File: config.mk
export PLATFORM = sky130hd
export DESIGN_NAME = rr_grant_arbiter
export DESIGN_NICKNAME = d
export VERILOG_FILES = /design/src/rtl/rr_grant_arbiter.sv
export SDC_FILE = /design/constraint.sdc
export NUM_CORES = 1
export LEC_CHECK = 0
export ABC_AREA = 1
export BUFFER_PORTS_ARGS = -buffer_cell sky130_fd_sc_hd__buf_4
export CORE_UTILIZATION = 48
export DETAILED_ROUTE_END_ITERATION = 10
export PLACE_DENSITY_LB_ADDON = 0.2
export RECOVER_POWER = 100
export SYNTH_ARGS = -nofsm -noshare
export SYNTH_HDL_FRONTEND = slang
export SYNTH_SLANG_ARGS = --single-unit
File: constraint.sdc
create_clock -name clk -period 2 [get_ports clk]
set_clock_uncertainty 0.05 [all_clocks]
set_input_delay 0.4 -clock clk [delete_from_list [all_inputs] [get_ports clk]]
set_output_delay 0.4 -clock clk [all_outputs]
set_load 0.01 [all_outputs]
File: src/rtl/rr_grant_arbiter.sv
// Round-robin grant arbiter: rotated LSB-first one-hot select, registered grant held per transaction.
// Optional ARB_MAX_HOLD_EN adds a hold counter that preempts an unlocked owner after MAX_HOLD cycles.
module rr_grant_arbiter #(
    parameter int N_REQ    = 4,
    parameter int MAX_HOLD = 16,
    localparam int W_IDX   = ($clog2(N_REQ) > 1) ? $clog2(N_REQ) : 1
) (
    input  logic             clk,
    input  logic             rst_n,
    input  logic [N_REQ-1:0] req,
    input  logic [N_REQ-1:0] lock,
    output logic [N_REQ-1:0] gnt,
    output logic             gnt_valid,
    output logic [W_IDX-1:0] gnt_idx,
    output logic             handover
);

    typedef enum logic {IDLE, GRANT} state_e;

    state_e             state_q, state_d;
    logic [N_REQ-1:0]   gnt_q, gnt_d;
    logic [W_IDX-1:0]   ptr_q, ptr_d;
    logic [W_IDX-1:0]   idx_q, idx_d;
    logic               valid_q, valid_d;
    logic               ho_q, ho_d;

    logic [W_IDX-1:0]   shift;
    logic [2*N_REQ-1:0] rot2, pick2;
    logic [N_REQ-1:0]   rot, pick_rot, pick;
    logic [W_IDX-1:0]   pick_idx;
    logic               owner_req, others, preempt, new_grant;

    // Rotate so (ptr+1) lands at bit 0, take the lowest set bit, rotate back.
    always_comb begin
        shift    = (ptr_q == W_IDX'(N_REQ - 1)) ? '0 : ptr_q + 1'b1;
        rot2     = {req, req} >> shift;
        rot      = rot2[N_REQ-1:0];
        pick_rot = rot & (~rot + 1'b1);
        pick2    = {pick_rot, pick_rot} << shift;
        pick     = pick2[2*N_REQ-1:N_REQ];
        pick_idx = '0;
        for (int i = 0; i < N_REQ; i++) begin
            if (pick[i]) pick_idx = W_IDX'(i);
        end
    end

    assign owner_req = |(req & gnt_q);
    assign others    = |(req & ~gnt_q);

`ifdef ARB_MAX_HOLD_EN
    localparam int CW = $clog2(MAX_HOLD) + 1;
    logic [CW-1:0] cnt_q, cnt_d;

    assign preempt = (state_q == GRANT) && (cnt_q == CW'(MAX_HOLD - 1))
                     && others && !(|(lock & gnt_q));

    // Saturates at the preemption threshold so a lone owner keeps the grant.
    always_comb begin
        cnt_d = cnt_q;
        if (new_grant)
            cnt_d = '0;
        else if (state_q == GRANT && cnt_q != CW'(MAX_HOLD - 1))
            cnt_d = cnt_q + 1'b1;
    end

    always_ff @(posedge clk or negedge rst_n) begin
        if (!rst_n) cnt_q <= '0;
        else        cnt_q <= cnt_d;
    end
`else
    logic unused_cfg;
    assign preempt    = 1'b0;
    assign unused_cfg = ^{lock, MAX_HOLD[0]};
`endif

    always_ff @(posedge clk or negedge rst_n) begin
        if (!rst_n) begin
            state_q <= IDLE;
            gnt_q   <= '0;
            ptr_q   <= W_IDX'(N_REQ - 1);
            idx_q   <= '0;
            valid_q <= 1'b0;
            ho_q    <= 1'b0;
        end else begin
            state_q <= state_d;
            gnt_q   <= gnt_d;
            ptr_q   <= ptr_d;
            idx_q   <= idx_d;
            valid_q <= valid_d;
            ho_q    <= ho_d;
        end
    end

    always_comb begin
        state_d   = state_q;
        gnt_d     = gnt_q;
        ptr_d     = ptr_q;
        new_grant = 1'b0;
        case (state_q)
            IDLE: begin
                if (|req) new_grant = 1'b1;
            end
            GRANT: begin
                if (owner_req && !preempt) begin
                    gnt_d = gnt_q;
                end else if (others) begin
                    // Owner sits at ptr, so it is last in line when preempted.
                    new_grant = 1'b1;
                end else begin
                    state_d = IDLE;
                    gnt_d   = '0;
                end
            end
            default: begin
                state_d = IDLE;
                gnt_d   = '0;
            end
        endcase
        if (new_grant) begin
            state_d = GRANT;
            gnt_d   = pick;
            ptr_d   = pick_idx;
        end
    end

    always_comb begin
        valid_d = |gnt_d;
        idx_d   = (state_d == GRANT) ? ptr_d : '0;
        ho_d    = new_grant;
    end

    assign gnt       = gnt_q;
    assign gnt_valid = valid_q;
    assign gnt_idx   = idx_q;
    assign handover  = ho_q;

endmodule

[Word-level counts from Yosys, hierarchy flattened]
Index checks and enable logic that the tools add are counted.
Cells by class
  shifts and indexed selects: 2
  muxes and demuxes: 17
  reductions and logical operators: 4
  equal/unequal tests: 1
  add/sub/neg operators: 2
  bitwise gates (word level): 6
Operators with widths (count)
  4-bit 2-to-1 mux: 4
  4-bit OR reduction: 4
  4-bit AND: 3
  2-bit 2-to-1 mux: 5
  4-bit inverter: 2
  8-bit by 2-bit left shift with 8-bit output: 1
  8-bit by 2-bit right shift with 4-bit output: 1
  1-bit 2-to-1 mux: 7
  4-bit by 1-bit adder with 4-bit output (second input constant): 1
  2-bit by 1-bit adder with 2-bit output (second input constant): 1
  2-bit equality test (second input constant): 1
  1-bit one-hot mux with 2 select lines: 1
  1-bit inverter: 1
Storage, ports and cells
  input bits: 10
  flip-flop bits (word level): 11
  output and inout port bits: 8
  word-level logic and storage cells: 38

[Longest topological paths before layout]
Gate-level depths: netlist of the first run.
  depth in word-level cells: 12
  depth in mapped cells: 13
  mapped depth without buffers: 13

[Least setup slack after synthesis of the first run]
OpenSTA, ideal clock, no wires.
  path type: register to register
  from: reg ptr_q[0]
  to: reg idx_q[1] (netlist: gnt_idx[1])
  setup time: 0.069 ns
  stages on the path, launching flop included: 14
  setup slack: 0.164 ns
  required time: 1.881 ns
  data arrival time: 1.717 ns
  period minus slack after synthesis: 1.836 ns
  buffers on the path: 1
  cell sequence: dfstp_2 ha_1 buf_4 inv_4 nand3_2 nand2_4 nand2_4 nor2_4 nand2_1 nand3_2 nand2_4 nand2_2 nor2_2 nor2_2
On the way
  word-level cells in the longest chain between the ends: 11
  elaborated cells on any way between the ends: 12
  classes of those cells: add/sub: 2; eq/ne: 1; shift: 2; mux: 5; bitwise: 2
RTL lines
  start, declared: RTL line 22  | logic [W_IDX-1:0] ptr_q, ptr_d;
  start signal, assigned: RTL line 80  | ptr_q <= W_IDX'(N_REQ - 1);
  start signal, assigned: RTL line 87  | ptr_q <= ptr_d;
  2-bit by 1-bit adder with 2-bit output or 2-bit equality test (tied branches): RTL line 35  | shift = (ptr_q == W_IDX'(N_REQ - 1)) ? '0 : ptr_q + 1'b1;
  2-bit 2-to-1 mux (*): RTL line 35
  8-bit by 2-bit right shift with 4-bit output: RTL line 36  | rot2 = {req, req} >> shift;
  4-bit inverter: RTL line 38  | pick_rot = rot & (~rot + 1'b1);
  4-bit by 1-bit adder with 4-bit output: RTL line 38
  4-bit AND: RTL line 38
  8-bit by 2-bit left shift with 8-bit output (*): RTL line 39  | pick2 = {pick_rot, pick_rot} << shift;
  2-bit 2-to-1 mux: RTL line 43  | if (pick[i]) pick_idx = W_IDX'(i);
  2-bit 2-to-1 mux (*): RTL line 43
  2-bit 2-to-1 mux (*): RTL line 119  | if (new_grant) begin
  2-bit 2-to-1 mux (*): RTL line 128  | idx_d = (state_d == GRANT) ? ptr_d : '0;
  via idx_d[1]: RTL line 23  | logic [W_IDX-1:0] idx_q, idx_d;
  end signal, assigned: RTL line 88  | idx_q <= idx_d;
  end, declared: RTL line 23
The timed path passes the listed nets; every way through them passes the cells marked *.

[Final worst setup path of the first run]
  from: reg ptr_q[1]
  to: reg idx_q[1] (netlist: gnt_idx[1])
On the way
  word-level cells in the longest chain between the ends: 11
  elaborated cells on any way between the ends: 12
  classes of those cells: add/sub: 2; eq/ne: 1; shift: 2; mux: 5; bitwise: 2
RTL lines (RTL line)
  2-bit by 1-bit adder with 2-bit output or 2-bit equality test (tied branches): 35
  2-bit 2-to-1 mux: 35
  8-bit by 2-bit right shift with 4-bit output: 36
  4-bit inverter: 38
  4-bit by 1-bit adder with 4-bit output: 38
  4-bit AND: 38
  8-bit by 2-bit left shift with 8-bit output: 39
  2-bit 2-to-1 mux (2 in series): 43
  2-bit 2-to-1 mux (*): 119
  2-bit 2-to-1 mux (*): 128
  via idx_d[1]: 23
Marks and branches as above.

==> results of run 1 <==
[metal layers]
metal	up-vias	GRT usage, %	share of wire (%)
met5	-	0	0
met4	0	3.64	0
met3	0	2.40	4.7
met2	15	37.1	52
met1	383	26.3	43
li1	431	-	-
[cell type report]
cell class | count | area, um2
clock buffer | 4 | 26.3
fill | 181 | 711
inverter | 17 | 71.3
multi-input combinational | 93 | 520
sequential | 11 | 278
tap | 25 | 31.3
timing repair buffer | 16 | 88.8
[cell usage after synthesis]
| cell type | count | area (um2) |
|---|---|---|
| nand2_1 | 31 | 116 |
| o21ai_0 | 1 | 5.00 |
| buf_6 | 1 | 11.3 |
| nand3_2 | 5 | 50.1 |
| nor2_4 | 2 | 22.5 |
| nor2_2 | 4 | 25.0 |
| or2_1 | 1 | 6.26 |
| ha_1 | 1 | 12.5 |
| dfstp_2 | 2 | 52.6 |
| nand3_1 | 25 | 125 |
| nor3_1 | 2 | 10.0 |
| nand2_2 | 9 | 56.3 |
| buf_4 | 1 | 7.51 |
| inv_1 | 10 | 37.5 |
| inv_4 | 2 | 12.5 |
| nand4_1 | 2 | 12.5 |
| nor2_1 | 3 | 11.3 |
| o211ai_1 | 1 | 7.51 |
| inv_2 | 4 | 15.0 |
| o21ai_1 | 2 | 10.0 |
| dfrtp_1 | 9 | 225 |
| nand2_4 | 4 | 45.0 |
| clkinv_1 | 1 | 3.75 |
[kinds of logic (layout without fill, tap and decap cells)]
logic type               after synthesis  after routing  share of synthesized area [%]
AO/OA/AOI/OAI                          4              4                           2.56
adder cells (fa/ha/maj)                1              1                           1.42
buffers and inverters                 19             37                           9.94
flip-flops                            11             11                           31.5
AND/OR/NAND/NOR                       88             88                           54.5
[timing repair]
action | 4_1_cts | 5_1_grt
resized for setup | 0 | 3
setup buffers | 0 | 0
hold buffers | 1 | 0
endpoints found under the setup margin | 0 | 6
endpoints found under the hold margin | 9 | 0
[sequential cells by signal (all words and copies together) (netlist names)]
| name | count |
|---|---|
| state_q | 1 |
| handover | 1 |
| gnt_idx | 2 |
| gnt_valid | 1 |
| gnt | 4 |
| ptr_q | 2 |
[path summary, 6_finish.rpt]
| kind | start | to | slack, ns |
|---|---|---|---|
| min reg2reg | gnt[2]$_DFF_PN0_ | gnt[2]$_DFF_PN0_ | 0.56 |
| min in group asynchronous | rst_n | gnt_idx[0]$_DFF_PN0_ | 0.59 |
| max | ptr_q[1]$_DFF_PN1_ | gnt_idx[1]$_DFF_PN0_ | 0.14 |
| max reg2reg | ptr_q[1]$_DFF_PN1_ | gnt_idx[1]$_DFF_PN0_ | 0.14 |
| max in group asynchronous | rst_n | ptr_q[0]$_DFF_PN1_ | 0.94 |
| min | req[2] | state_q$_DFF_PN0_ | 0.53 |
[tightest hold or removal path, cell delays in order]
cell and delay, ns:
buf_4 0.11, nand2_1 0.06, nand2_2 0.07, nor3_1 0.08, inv_1 0.07
[stage by stage]
| stage | instance area [um2] | cells |
|---|---|---|
| 2_1_floorplan | 881 | 123 |
| 3_3_place_gp | 1010 | 161 |
| 3_5_place_dp | 1010 | 161 |
| 4_1_cts | 1040 | 166 |
| 5_1_grt | 1020 | 166 |
| 6_report | 1020 | 166 |
==> summary.txt, run 1 <==
Cells and area
  • Layout Nets: 153
  • Share of cells above drive strength 1: 29.1%
  • Synthesis-to-finish area growth: 15.3%
  • Commonest cells after routing, fill and taps aside: nand2_1 (31), nand3_1 (25), nand2_2 (10), inv_1 (10), clkbuf_1 (10)
  • Commonest non-fill, non-tap cell in the layout: nand2_1
  • N_diodes: 0
  • Util after Layout: 58.8%

STA
  • Max Slew Vio Count: 0
  • Final Cycle Share: 93.2%
  • Min setup slack post-route: 0.137 ns
  • Final setup vio count: 0
  • Setup TNS: 0 ns
  • Worst Tran Pin Value: 0.559 ns
  • Hold slack: 0.531 ns
  • Minimum clock period after layout: 1.86 ns
  • RSZ-0062 raised after global routing: no
  • Slew headroom: 62.8%
  • Fmax: 0.537 GHz
  • Final Hold Fails: 0

Die
  • Die Ht: 44.8 um
  • Core Box Area: 1730 um2
  • Initial cell density of the core: 51.0%
  • Core Rows: 15
  • Io pins: 18
  • Die area: 2010 um2
  • Die width: 44.8 um

Synth
  • Mean cell area of the mapped netlist: 7.16 um2
  • Synthesis Warnings: 0
  • Register area share after synthesis: 31.5%
  • Yosys reg bits: 11
  • Number of library cell types mapped by synthesis: 23
  • Syn Nets: 134
  • Synth Cell Area: 881 um2
  • Mapped Cells: 123

Worst setup path
  • Delay-heaviest family, CP: simple AND/OR/NAND/NOR gates
  • CP Cell Sequence: ha_4, clkinv_4, nand3_2, nand2_4, nand2_4, nor2_4, nand2_2, nand3_1, nand3_1, inv_1, nor2_2, nor2_2
  • Crit path kind: reg -> reg
  • Crit. path cell count: 12
  • Crit-path slowest cell: dfstp_2
  • CP peak stage delay: 0.56 ns
  • Worst setup EP type: flip-flop
  • Worst Setup Start Kind: flip-flop
  • Crit path DAT: 2.01 ns
  • Crit Path Max Fanout: 9
  • Required @ worst endpoint: 2.14 ns
  • Reg2Reg Depth: 12
  • Buf+Inv Stages, Crit Path: 2

Job
  • Max Cap Viol: 0

Clock tree
  • CTS root buffer: clkbuf_4
  • CTS tree: done
  • Clk_lat worst skew: 0.26 ns
  • CTS max path bufs: 2
  • TritonCTS Buffers: 3
  • Clock-pin slew of the registers on the worst-case setup and hold paths: 0.07 ns
  • H-tree levels: 1
  • Clock net sink count: 11

Worst hold path
  • Worst Hold Class: in -> reg
  • Hold depth: 5

Drt
  • Post-Route WL: 1880 um
  • DRT antenna net count: 0
  • Post-DR wirelength/cell: 11.3 um
  • Vias/cell: 4.99
  • Pre-Repair DR Iteration Count: 4
  • Initial DRC count: 18
  • DRC Markers: 0
  • Via count: 829

Global route
  • Antenna violations before repair: 0
  • First-pass GRT wire length: 3060 um
  • Vias in the first global route: 772
  • Total track usage: 20.4%
  • Total grt overflow: 0
  • Largest net degree at the start of global routing: 12

Placed design
  • Pre-CTS setup slack: 0.0228 ns
  • Port bufs: 13
  • Gpl congestion: 0.827
  • Detail Placement HPWL: 1490 um

Status
  • Outcome: finished clean
Power of run 1 is not shown: default switching activity piles up to over one toggle a cycle in this logic, so the estimate is an artifact.
==> run 2, diff against run 1 <==
- PLACE_DENSITY_LB_ADDON: 0.2 -> 0.08
==> run 2 against run 1 <==
Compared with the run above:
- utilization grew 0.72 points
- non-clock buffer count grew 1
- cell area grew 1.2%
- global-route usage grew 0.24 points
- critical path type unchanged
==> summary.txt, run 2 (same netlist as run 1, synthesis figures left out) <==
Drt
  • Post-Route WL: 1860 um (was 1880 um)
  • Via count: 833 (was 829)
  • Initial DRC count: 16 (was 18)
  • Vias/cell: 4.99 (about the same)
  • Pre-Repair DR Iteration Count: 4 (unchanged)
  • DRT antenna net count: 0 (unchanged)
  • DRC Markers: 0 (unchanged)
  • Post-DR wirelength/cell: 11.1 um (was 11.3 um)

STA
  • Max Slew Vio Count: 0 (unchanged)
  • Min setup slack post-route: 0.145 ns (was 0.137 ns)
  • Final Cycle Share: 92.7% (was 93.2%)
  • Setup TNS: 0 ns (unchanged)
  • RSZ-0062 raised after global routing: no (unchanged)
  • Worst Tran Pin Value: 0.534 ns (was 0.559 ns)
  • Slew headroom: 64.4% (was 62.8%)
  • Final Hold Fails: 0 (unchanged)
  • Final setup vio count: 0 (unchanged)
  • Hold slack: 0.548 ns (was 0.531 ns)
  • Fmax: 0.539 GHz (was 0.537 GHz)
  • Minimum clock period after layout: 1.85 ns (was 1.86 ns)

Worst setup path
  • Crit Path Max Fanout: 8 (was 9)
  • Crit path DAT: 1.99 ns (was 2.01 ns)
  • Required @ worst endpoint: 2.14 ns (about the same)
  • Worst Setup SP: ptr_q[0]$_DFF_PN1_ (was ptr_q[1]$_DFF_PN1_)
  • Reg2Reg Depth: 12 (unchanged)
  • Worst Setup Start Kind: flip-flop (unchanged)
  • R2R Setup Slk: 0.15 ns (was 0.14 ns)
  • FF-to-FF Start: ptr_q[0]$_DFF_PN1_ (was ptr_q[1]$_DFF_PN1_)
  • Worst setup EP type: flip-flop (unchanged)
  • Crit path kind: reg -> reg (unchanged)

Clock tree
  • CTS tree: done (unchanged)
  • H-tree levels: 1 (unchanged)
  • CTS max path bufs: 2 (unchanged)
  • CTS root buffer: clkbuf_4 (unchanged)
  • Clk_lat worst skew: 0.25 ns (was 0.26 ns)
  • TritonCTS Buffers: 3 (unchanged)
  • Clock-pin slew of the registers on the worst-case setup and hold paths: 0.06 ns (was 0.07 ns)
  • Clock net sink count: 11 (unchanged)

Global route
  • Total grt overflow: 0 (unchanged)
  • Vias in the first global route: 729 (was 772)
  • Antenna violations before repair: 0 (unchanged)
  • Largest net degree at the start of global routing: 12 (unchanged)
  • GRT met1 Usage: 25.8% (was 26.3%)
  • First-pass GRT wire length: 3000 um (was 3060 um)
  • M2 GR Usage: 35.9% (was 37.1%)
  • GR peak layer: met2 (unchanged)
  • Total track usage: 20.6% (was 20.4%)
  • GRT met3 Usage: 2.40% (unchanged)

Cells and area
  • Commonest cells after routing, fill and taps aside: nand2_1 (32), nand3_1 (25), inv_1 (10), clkbuf_1 (10), dfrtp_1 (9) (was nand2_1 (31), nand3_1 (25), nand2_2 (10), inv_1 (10), clkbuf_1 (10))
  • Synthesis-to-finish area growth: 16.8% (was 15.3%)
  • N_diodes: 0 (unchanged)
  • Commonest non-fill, non-tap cell in the layout: nand2_1 (unchanged)
  • Final Instance Count excl. Fillers: 167 (was 166)
  • Number of flip-flops in the largest register: 4 (unchanged)
  • Layout Nets: 154 (was 153)
  • Share of cells above drive strength 1: 29.6% (was 29.1%)

Die
  • Core Rows: 15 (unchanged)
  • Die width: 44.8 um (unchanged)
  • Die Ht: 44.8 um (unchanged)
  • Initial cell density of the core: 51.0% (unchanged)
  • Die area: 2010 um2 (unchanged)
  • Core Box Area: 1730 um2 (unchanged)
  • Io pins: 18 (unchanged)

Job
  • Max Cap Viol: 0 (unchanged)

Worst hold path
  • Hold depth: 5 (unchanged)
  • Hold Crit Start: req[2] (unchanged)
  • Worst Hold Class: in -> reg (unchanged)

Placed design
  • Port bufs: 13 (unchanged)
  • Pre-CTS setup slack: 0.0203 ns (was 0.0228 ns)
  • Detail Placement HPWL: 1530 um (was 1490 um)
  • Gpl congestion: 0.847 (was 0.827)
  • Inst Count DP: 161 (unchanged)

Status
  • Outcome: finished clean (unchanged)
==> run 2: cell types whose count changed in the layout (fill, tap and decap cells not counted) <==
cell	before	now
nand2_2	10	8
buf_4	6	7
nand2_1	31	32
nand2_4	3	4
nor2_1	4	3
nor2_2	3	4
==> run 2: layout make-up <==
| cell class | instances | area, um2 |
|---|---|---|
| Fill cell | 181 | 698 |
| Multi-Input combinational cell | 93 | 526 |
| Sequential cell | 11 | 278 |
| Timing Repair Buffer | 17 | 96.3 |
| Inverter | 17 | 71.3 |
| Tap cell | 25 | 31.3 |
| Clock buffer | 4 | 26.3 |
==> run 2: repair_timing <==
item	4_1_cts	5_1_grt
buffers inserted	0	1
resized for setup	1	2
setup endpoints to repair	1	4
pin swaps	0	1
hold buffers	1	0
hold endpoints to repair	9	0
==> run 2: path summary, 6_finish.rpt <==
path	endpoint
setup / recovery	gnt_idx[1]$_DFF_PN0_
hold / removal	state_q$_DFF_PN0_
setup reg to reg	gnt_idx[1]$_DFF_PN0_
hold reg to reg	gnt[1]$_DFF_PN0_
max in group asynchronous	ptr_q[0]$_DFF_PN1_
min in group asynchronous	state_q$_DFF_PN0_
==> run 2: critical path, stage by stage, from the launching register on <==
cell	delay (ns)
dfstp_2	0.56
ha_4	0.24
clkinv_4	0.08
nand3_2	0.12
nand2_4	0.13
nand2_4	0.05
nor2_4	0.11
nand2_2	0.06
nand3_1	0.07
nand3_1	0.11
inv_1	0.09
nor2_2	0.05
nor2_2	0.06
==> run 2: through the flow <==
stage          instance area (um2)  util, %
2_1_floorplan                  881        -
3_3_place_gp                  1010     58.3
3_5_place_dp                  1010     58.3
4_1_cts                       1040     60.5
5_1_grt                       1030     59.6
6_report                      1030     59.6
==> run 2: per-layer routing <==
| layer | vias up | share of wire (%) |
|---|---|---|
| li1 | 435 | - |
| met1 | 383 | 47 |
| met2 | 13 | 49 |
| met5 | - | 0 |
| met3 | 2 | 2.9 |
| met4 | 0 | 0.97 |
Power of run 2 is left out for the same reason.
==> run 3, diff against run 2 <==
- GPL_TIMING_DRIVEN: default -> 0
==> run 3 against run 2 <==
Compared with the run above:
- clock-buffer cell count stayed put
- first-iteration DRC count is 50% lower
- die area stayed put
- setup slack worse by 0.040 ns
- flip-flop and latch count stayed put
- global-route usage is 0.085 points lower
- largest cell class unchanged
- via count is 2.6% higher
==> summary.txt, run 3 (same netlist as run 1, synthesis figures left out) <==
Cells and area
  • Util after Layout: 63.8% (was 59.6%)
  • Layout Nets: 156 (was 154)
  • Number of flip-flops in the largest register: 4 (unchanged)
  • N_diodes: 0 (unchanged)
  • Commonest non-fill, non-tap cell in the layout: nand2_1 (unchanged)
  • Synthesis-to-finish area growth: 25.0% (was 16.8%)
  • Commonest cells after routing, fill and taps aside: nand2_1 (30), nand3_1 (21), inv_1 (10), clkbuf_1 (10) (was nand2_1 (32), nand3_1 (25), inv_1 (10), clkbuf_1 (10), dfrtp_1 (9))
  • Share of cells above drive strength 1: 35.4% (was 29.6%)
  • Design area: 1100 um2 (was 1030 um2)
  • Fillers: 163 (was 181)

Global route
  • Vias in the first global route: 726 (was 729)
  • Largest net degree at the start of global routing: 12 (unchanged)
  • Total grt overflow: 0 (unchanged)
  • Antenna violations before repair: 0 (unchanged)
  • First-pass GRT wire length: 2990 um (was 3000 um)
  • Total track usage: 20.6% (about the same)

Worst setup path
  • R2r endpoint: gnt_idx[1]$_DFF_PN0_ (unchanged)
  • Crit Path Max Fanout: 9 (was 8)
  • Required @ worst endpoint: 2.08 ns (was 2.14 ns)
  • Crit-path slowest cell: dfstp_2 (unchanged)
  • Worst Setup SP: ptr_q[0]$_DFF_PN1_ (unchanged)
  • FF-to-FF Start: ptr_q[0]$_DFF_PN1_ (unchanged)
  • Crit path capture: gnt_idx[1]$_DFF_PN0_ (unchanged)
  • Worst setup EP type: flip-flop (unchanged)
  • R2R Setup Slk: 0.11 ns (was 0.15 ns)
  • Crit. path cell count: 12 (unchanged)
  • Crit path kind: reg -> reg (unchanged)
  • Buf+Inv Stages, Crit Path: 3 (was 2)
  • Worst Setup Start Kind: flip-flop (unchanged)
  • Reg2Reg Depth: 12 (unchanged)
  • Delay-heaviest family, CP: simple AND/OR/NAND/NOR gates (unchanged)
  • CP Cell Sequence: ha_4, buf_6, clkinv_8, nand3_1, nand2_1, inv_1, nand4_1, nand3_2, nand2_4, nand2_2, nor2_4, nor2_2 (was ha_4, clkinv_4, nand3_2, nand2_4, nand2_4, nor2_4, nand2_2, nand3_1, nand3_1, inv_1, nor2_2, nor2_2)
  • CP peak stage delay: 0.56 ns (about the same)
  • Crit path DAT: 1.98 ns (was 1.99 ns)

Drt
  • Via count: 855 (was 833)
  • Top sig layer: met4 (unchanged)
  • Routed wl met3: 38 um (was 54 um)
  • Post-DR wirelength/cell: 11.8 um (was 11.1 um)
  • DRT antenna net count: 0 (unchanged)
  • Initial DRC count: 8 (was 16)
  • DRC Markers: 0 (unchanged)
  • Post-Route WL: 1990 um (was 1860 um)
  • DRT met1 WL: 874 um (was 865 um)
  • Pre-Repair DR Iteration Count: 4 (unchanged)
  • Vias/cell: 5.06 (was 4.99)
  • DR WL met2: 1070 um (was 917 um)

Status
  • Outcome: finished clean (unchanged)

Clock tree
  • H-tree levels: 1 (unchanged)
  • CTS tree: done (unchanged)
  • CTS root buffer: clkbuf_4 (unchanged)
  • TritonCTS Buffers: 3 (unchanged)
  • Clock-pin slew of the registers on the worst-case setup and hold paths: 0.06 ns (about the same)
  • Clock net sink count: 11 (unchanged)
  • Clk_lat worst skew: 0.25 ns (about the same)
  • CTS max path bufs: 2 (unchanged)

Die
  • Core Rows: 15 (unchanged)
  • Io pins: 18 (unchanged)
  • Initial cell density of the core: 51.0% (unchanged)
  • Core Box Area: 1730 um2 (unchanged)
  • Die width: 44.8 um (unchanged)
  • Die area: 2010 um2 (unchanged)
  • Die Ht: 44.8 um (unchanged)

STA
  • Minimum clock period after layout: 1.89 ns (was 1.85 ns)
  • Final Hold Fails: 0 (unchanged)
  • RSZ-0062 raised after global routing: no (unchanged)
  • Worst Tran Pin Value: 0.535 ns (was 0.534 ns)
  • Final Cycle Share: 94.7% (was 92.7%)
  • Final setup vio count: 0 (unchanged)
  • Fmax: 0.528 GHz (was 0.539 GHz)
  • Slew headroom: 64.3% (was 64.4%)
  • Max Slew Vio Count: 0 (unchanged)

Job
  • Max Cap Viol: 0 (unchanged)

Placed design
  • Port bufs: 13 (unchanged)
  • Detail Placement HPWL: 1540 um (was 1530 um)
  • Gpl congestion: 0.827 (was 0.847)
  • Area after DPL: 1010 um2 (about the same)

Worst hold path
  • Worst Hold Class: in -> reg (unchanged)
==> run 3: changes by cell type in the layout (fill, tap and decap cells not counted) <==
cell,before,now
buf_2,0,1
buf_6,0,2
nand2_4,4,5
nor2_4,2,3
nand3_1,25,21
buf_4,7,6
nand2_2,8,9
clkinv_8,0,1
nand2_1,32,30
nand3_2,5,8
clkinv_4,1,0
nor2_1,3,2
nand3_4,0,1
==> run 3: worst min-delay path: stages <==
cell     delay (ns)
buf_4          0.11
nand2_1        0.06
nand2_2        0.07
nor3_1         0.09
inv_1          0.08
==> run 3: routing by layer <==
layer	track usage (%)	vias to the layer above
li1	-	436
met1	26.3	404
met2	34.4	13
met3	2.80	2
met4	9.70	0
met5	0	-
==> run 3: final cells by class <==
type / count / area, um2 / share of cell area [%]
well taps: 25 / 31.3 / 2.84
repair buffers: 17 / 93.8 / 8.52
plain buffers: 2 / 22.5 / 2.05
clock buffers: 4 / 26.3 / 2.39
inverters: 17 / 78.8 / 7.16
flip-flops and latches: 11 / 278 / 25.2
multi-input cells: 93 / 571 / 51.8
==> run 3: how the worst min path moves through the flow <==
stage / to / cells after the start / start
after floorplan: gnt[0]$_DFF_PN0_ / 0 / rst_n
after global routing: state_q$_DFF_PN0_ / 5 / req[2]
after CTS: gnt_idx[1]$_DFF_PN0_ / 2 / rst_n
final: state_q$_DFF_PN0_ / 5 / req[2]
after global placement: gnt_idx[1]$_DFF_PN0_ / 1 / rst_n
after detailed placement: gnt_idx[1]$_DFF_PN0_ / 1 / rst_n
==> run 3: through the flow <==
stage | setup slack (ns) | hold WS, ns | TNS (ns) | instances
global route | 0.00873 | 0.570 | 0 | 169
detailed placement | -0.0187 | 0.185 | -0.0350 | 161
CTS | 0.0124 | 0.452 | 0 | 166
finish | 0.105 | 0.545 | 0 | 169
floorplan | 0.164 | 0.0544 | 0 | 123
global placement | 0.00479 | 0.184 | 0 | 161
==> run 3: what timing repair did <==
action / CTS / global route
setup buffers: 0 / 2
pin swaps: 2 / 9
endpoints found under the setup margin: 4 / 5
gates cloned: 0 / 1
gates resized for setup: 3 / 14
hold endpoints to repair: 9 / 0
hold buffers: 1 / 0
Power of run 3 is left out for the same reason.
